[config.mk]
export PLATFORM = sky130hd
export DESIGN_NAME = dcache_snoop_responder
export DESIGN_NICKNAME = d
export VERILOG_FILES = /design/src/rtl/dcache_snoop_responder.sv
export SDC_FILE = /design/constraint.sdc
export NUM_CORES = 1
export LEC_CHECK = 0
export BUFFER_PORTS_ARGS = -buffer_cell sky130_fd_sc_hd__buf_4
export CAP_MARGIN = 20
export CELL_PAD_IN_SITES_DETAIL_PLACEMENT = 1
export CELL_PAD_IN_SITES_GLOBAL_PLACEMENT = 1
export CORE_MARGIN = 4
export CORE_UTILIZATION = 25
export DETAILED_ROUTE_END_ITERATION = 8
export PLACE_DENSITY = 0.56
export SYNTH_ARGS = -nofsm -noshare
export SYNTH_HDL_FRONTEND = slang
export SYNTH_SLANG_ARGS = --single-unit
[constraint.sdc]
create_clock -name clk -period 5.3 [get_ports clk]
set_clock_uncertainty 0.15 [all_clocks]
set_input_delay 0.265 -clock clk [delete_from_list [all_inputs] [get_ports clk]]
set_output_delay 0.265 -clock clk [all_outputs]
set_load 0.05 [all_outputs]
[src/rtl/dcache_snoop_responder.sv]
// Cache-side snoop responder: looks bus search/invalidate addresses up in the
// local d-cache tag/state array, answers searches and applies MSI state updates.
module dcache_snoop_responder #(
    parameter int ADDR_W   = 13,
    parameter int INDEX_W  = 6,
    parameter int DATA_W   = 16,
    parameter int HOLD_CYC = 2
) (
    input  logic                      clk,
    input  logic                      rst_n,
    input  logic                      snp_search,
    input  logic                      snp_inv,
    input  logic [ADDR_W-1:0]         snp_addr,
    output logic [INDEX_W-1:0]        arr_idx,
    input  logic [ADDR_W-INDEX_W-1:0] arr_tag,
    input  logic [1:0]                arr_state,
    input  logic [DATA_W-1:0]         arr_data,
    output logic                      st_we,
    output logic [INDEX_W-1:0]        st_idx,
    output logic [1:0]                st_wdata,
    output logic                      search_found,
    output logic [1:0]                block_state,
    output logic [DATA_W-1:0]         fwd_data,
    output logic                      snp_busy
);
    localparam int CNT_W = (HOLD_CYC > 2) ? $clog2(HOLD_CYC) : 1;
    localparam logic [1:0] ST_I = 2'b00;
    localparam logic [1:0] ST_S = 2'b01;
    localparam logic [1:0] ST_M = 2'b10;

    typedef enum logic [2:0] {IDLE, S_LOOK, S_HOLD, I_LOOK, I_WR} state_t;

    state_t              state_q, state_d;
    logic [ADDR_W-1:0]   addr_q, addr_d;
    logic                pend_q, pend_d;
    logic [ADDR_W-1:0]   pend_addr_q, pend_addr_d;
    logic [CNT_W-1:0]    cnt_q, cnt_d;
    logic                found_q, found_d;
    logic [1:0]          bstate_q, bstate_d;
    logic [DATA_W-1:0]   fwd_q, fwd_d;
    logic                hit;

    assign hit = (arr_tag == addr_q[ADDR_W-1:INDEX_W]) && (arr_state != ST_I);
    assign snp_busy = (state_q != IDLE) | snp_search | snp_inv | pend_q;

    always_comb begin
        state_d      = state_q;
        addr_d       = addr_q;
        pend_d       = pend_q;
        pend_addr_d  = pend_addr_q;
        cnt_d        = cnt_q;
        found_d      = found_q;
        bstate_d     = bstate_q;
        fwd_d        = fwd_q;
        arr_idx      = addr_q[INDEX_W-1:0];
        st_we        = 1'b0;
        st_idx       = '0;
        st_wdata     = ST_I;
        search_found = 1'b0;
        block_state  = ST_I;
        fwd_data     = '0;

        // An invalidate that arrives mid-operation is parked; a newer one replaces it.
        if (state_q != IDLE && snp_inv) begin
            pend_d      = 1'b1;
            pend_addr_d = snp_addr;
        end

        case (state_q)
            IDLE: begin
                arr_idx = '0;
                if (snp_inv) begin
                    addr_d  = snp_addr;
                    arr_idx = snp_addr[INDEX_W-1:0];
                    state_d = I_LOOK;
                end else if (snp_search) begin
                    addr_d  = snp_addr;
                    arr_idx = snp_addr[INDEX_W-1:0];
                    state_d = S_LOOK;
                end else if (pend_q) begin
                    // Pending flag drops once the replay is launched, so a miss cannot re-trigger it.
                    addr_d  = pend_addr_q;
                    arr_idx = pend_addr_q[INDEX_W-1:0];
                    pend_d  = 1'b0;
                    state_d = I_LOOK;
                end
            end
            S_LOOK: begin
                if (hit) begin
                    search_found = 1'b1;
                    block_state  = arr_state;
                    fwd_data     = arr_data;
                    found_d      = 1'b1;
                    bstate_d     = arr_state;
                    fwd_d        = arr_data;
                    cnt_d        = CNT_W'(HOLD_CYC - 2);
                    state_d      = S_HOLD;
                    if (arr_state == ST_M) begin
                        st_we    = 1'b1;
                        st_idx   = addr_q[INDEX_W-1:0];
                        st_wdata = ST_S;
                    end
                end else begin
                    state_d = IDLE;
                end
            end
            S_HOLD: begin
                search_found = found_q;
                block_state  = bstate_q;
                fwd_data     = fwd_q;
                if (cnt_q == '0) begin
                    found_d  = 1'b0;
                    bstate_d = ST_I;
                    fwd_d    = '0;
                    state_d  = IDLE;
                end else begin
                    cnt_d = cnt_q - 1'b1;
                end
            end
            I_LOOK: begin
                state_d = hit ? I_WR : IDLE;
            end
            I_WR: begin
                st_we    = 1'b1;
                st_idx   = addr_q[INDEX_W-1:0];
                st_wdata = ST_I;
                state_d  = IDLE;
            end
            default: state_d = IDLE;
        endcase
    end

    always_ff @(posedge clk or negedge rst_n) begin
        if (!rst_n) begin
            state_q     <= IDLE;
            addr_q      <= '0;
            pend_q      <= 1'b0;
            pend_addr_q <= '0;
            cnt_q       <= '0;
            found_q     <= 1'b0;
            bstate_q    <= ST_I;
            fwd_q       <= '0;
        end else begin
            state_q     <= state_d;
            addr_q      <= addr_d;
            pend_q      <= pend_d;
            pend_addr_q <= pend_addr_d;
            cnt_q       <= cnt_d;
            found_q     <= found_d;
            bstate_q    <= bstate_d;
            fwd_q       <= fwd_d;
        end
    end
endmodule

==> flow_summary.ini <==
[hold_path]
min_delay_path_depth = 2
hp-class = in -> reg

[setup_path]
end_kind = primary output
cp_max_fo = 8
crit_path_start_kind = flop
worstPathArrival_ps = 2410
reg2reg_depth = 3
crit_required_ps = 4890
path_class = reg -> out

[placement]
dpl-instance-area_mm2 = 0.00305
gp_congestion = 0.684
dpl.hpwl_um = 4460
numPortBuffers = 75

[timing]
fin_crit_ps = 2830
drv_slew = 0
max_freq_mhz = 354
hold_violations = 0
slew_headroom_pct = 40.2
setup_viol_count_final = 0
worst_pin_slew_ps = 897
rsz0062_at_grt = no
finalSetupTns_ps = 0
post-route-period-util_pct = 53.4

[die]
rows = 35
ioPinCount = 77
die_w_um = 105
dieArea_mm2 = 0.0111
fp.dieH_um = 105
initial_core_util_pct = 25.6
core-area_mm2 = 0.00924

[clock_tree]
cts_buffer_depth = 2
clock_sinks = 49
tritoncts = yes
numCtsBuffers = 5
root_buffer = clkbuf_8
htree_levels = 2
clkTransAtPathRegs_ps = 90
clk-insertion-delay-late_ps = 300

[synthesis]
yosysTopAreaCellShare_pct = 51.8
synth.largest_area_cell = dfrtp_1
synth_ff_type = dfrtp_1
ys_top_cells_by_count = dfrtp_1, a22o_1, nand2_1
ys_seq_area_share_pct = 51.8
syn_area_mm2 = 0.00237
synth_edf_count = 0
synth_cells = 213
syn_area_per_cell_um2 = 11.1
synth.most_common_cell = dfrtp_1
ys_seq_elements = 49
async_reset_ff_share_pct = 100
synth_fp_nets = 255
netlist_top_cells_area = dfrtp_1, a22o_1, mux2_2
yosys_warnings = 0
synthDistinctLibCells = 31

[layout]
multi_input_area_mm2 = 0.00106
final_util_pct = 34.2
layout.nets = 326
area_growth_pct = 33.6
design_area_mm2 = 0.00316
register_area_mm2 = 0.00123
fillCellCount = 1045
drive_above_1_share_pct = 37.2
diodes = 0

[route]
wirelength_um = 6230
firstDrtPassIters = 4
vias = 1926
antenna_left = 0
drc_errors = 0
drt_iter0_drc = 35
avgRoutedWirePerCell_um = 15.0
avgViaCountPerCell = 4.65

[power_and_ir_drop]
powerDensity_mw_per_mm2 = 390
power_leakage_nw = 1.49
ir_drop_v = 0.000159

[grt]
antenna_found_initial = 0
grt_max_degree = 50
grt_pass1_wl_um = 10500
overflow = 0
grt_usage_pct = 11.6
grt_pass1_vias = 2092

[run_status]
status = complete, no violations

[job]
cap_violations = 0
[power breakdown]
part	internal (mW)	leakage, nW	switching (mW)	total [mW]
Combinational	0.176	0.816	0.264	0.440
Clock	0.118	0.0542	0.128	0.246
Sequential	0.480	0.624	0.0677	0.548
Total	0.774	1.49	0.460	1.23
[cell families (layout without fill, tap and decap cells)]
| group | count (synthesis) | in the layout | synth area share, % |
|---|---|---|---|
| AO/OA/AOI/OAI | 74 | 74 | 23.3 |
| XOR/XNOR | 7 | 7 | 2.59 |
| buffers and inverters | 20 | 92 | 4.02 |
| flip-flops | 49 | 49 | 51.8 |
| multiplexers | 20 | 20 | 9.14 |
| other | 1 | 1 | 0.158 |
| AND/OR/NAND/NOR | 42 | 42 | 8.99 |
[registers in the layout (all words and copies together) (netlist names)]
signal and flops:
fwd_q 16, addr_q 13, pend_addr_q 13, state_q 3
bstate_q 2, found_q 1, pend_q 1
[metrics by stage]
stage	worst slack [ps]	power (mW)	cells	hold slack [ps]
2_1_floorplan	2570	0.855	213	-181
3_3_place_gp	2830	0.993	405	193
3_5_place_dp	2820	1.00	405	197
4_1_cts	2460	1.26	414	30.9
5_1_grt	2240	1.33	414	26.6
6_report	2470	1.23	414	43.2
[routing by layer]
| metal | wire length [um] | global-route usage [%] | part of all wire (%) | vias to the layer above |
|---|---|---|---|---|
| met2 | 2890 | 18.7 | 46 | 57 |
| li1 | - | - | - | 921 |
| met4 | 67 | 3.09 | 1.1 | 0 |
| met5 | 0 | 0 | 0 | - |
| met1 | 2870 | 15.2 | 46 | 942 |
| met3 | 397 | 3.43 | 6.4 | 6 |
[worst max-delay path, stage by stage, from the launching register on]
cell      delay [ps]
dfrtp_1          390
xor2_1           180
nor4_1           550
nand4_1          420
a21boi_0         330
buf_4            240
[final cells by class]
class                   instances  area share [%]
clock inverters                 1           0.158
flip-flops and latches         49            38.8
clock buffers                   7            3.05
well taps                     129            5.10
repair buffers                 79            18.8
multi-input cells             144            33.5
inverters                       5           0.594
[path summary, 6_finish.rpt]
kind / slack [ps] / endpoint / start
setup / recovery: 2470 / st_idx[5] / addr_q[8]
max in group asynchronous: 4190 / fwd_q[2] / rst_n
hold reg to reg: 360 / fwd_q[1] / fwd_q[1]
hold / removal: 40 / fwd_q[2] / arr_data[2]
min in group asynchronous: 360 / pend_addr_q[3] / rst_n
setup reg to reg: 2890 / pend_addr_q[7] / state_q[1]
[what timing repair did]
action,4_1_cts,5_1_grt
resized for setup,0,0
setup endpoints to repair,0,0
hold endpoints to repair,49,0
hold buffers,1,0
setup buffers,0,0
[placed cells by master (no fill, tap or decap), types with 2 or more instances in the layout]
| cell | n |
|---|---|
| nor4_1 | 2 |
| xor2_1 | 7 |
| o21ai_0 | 20 |
| a22o_1 | 36 |
| dfrtp_1 | 49 |
| nor3_1 | 2 |
| or3_1 | 3 |
| buf_4 | 78 |
| clkbuf_8 | 7 |
| a21boi_0 | 6 |
| mux2_2 | 13 |
| a22oi_1 | 6 |
| nand2_1 | 23 |
| mux2i_1 | 7 |
| inv_1 | 5 |
| or2_2 | 2 |
| nor2_1 | 4 |
Power figures use the tool's default switching activity.
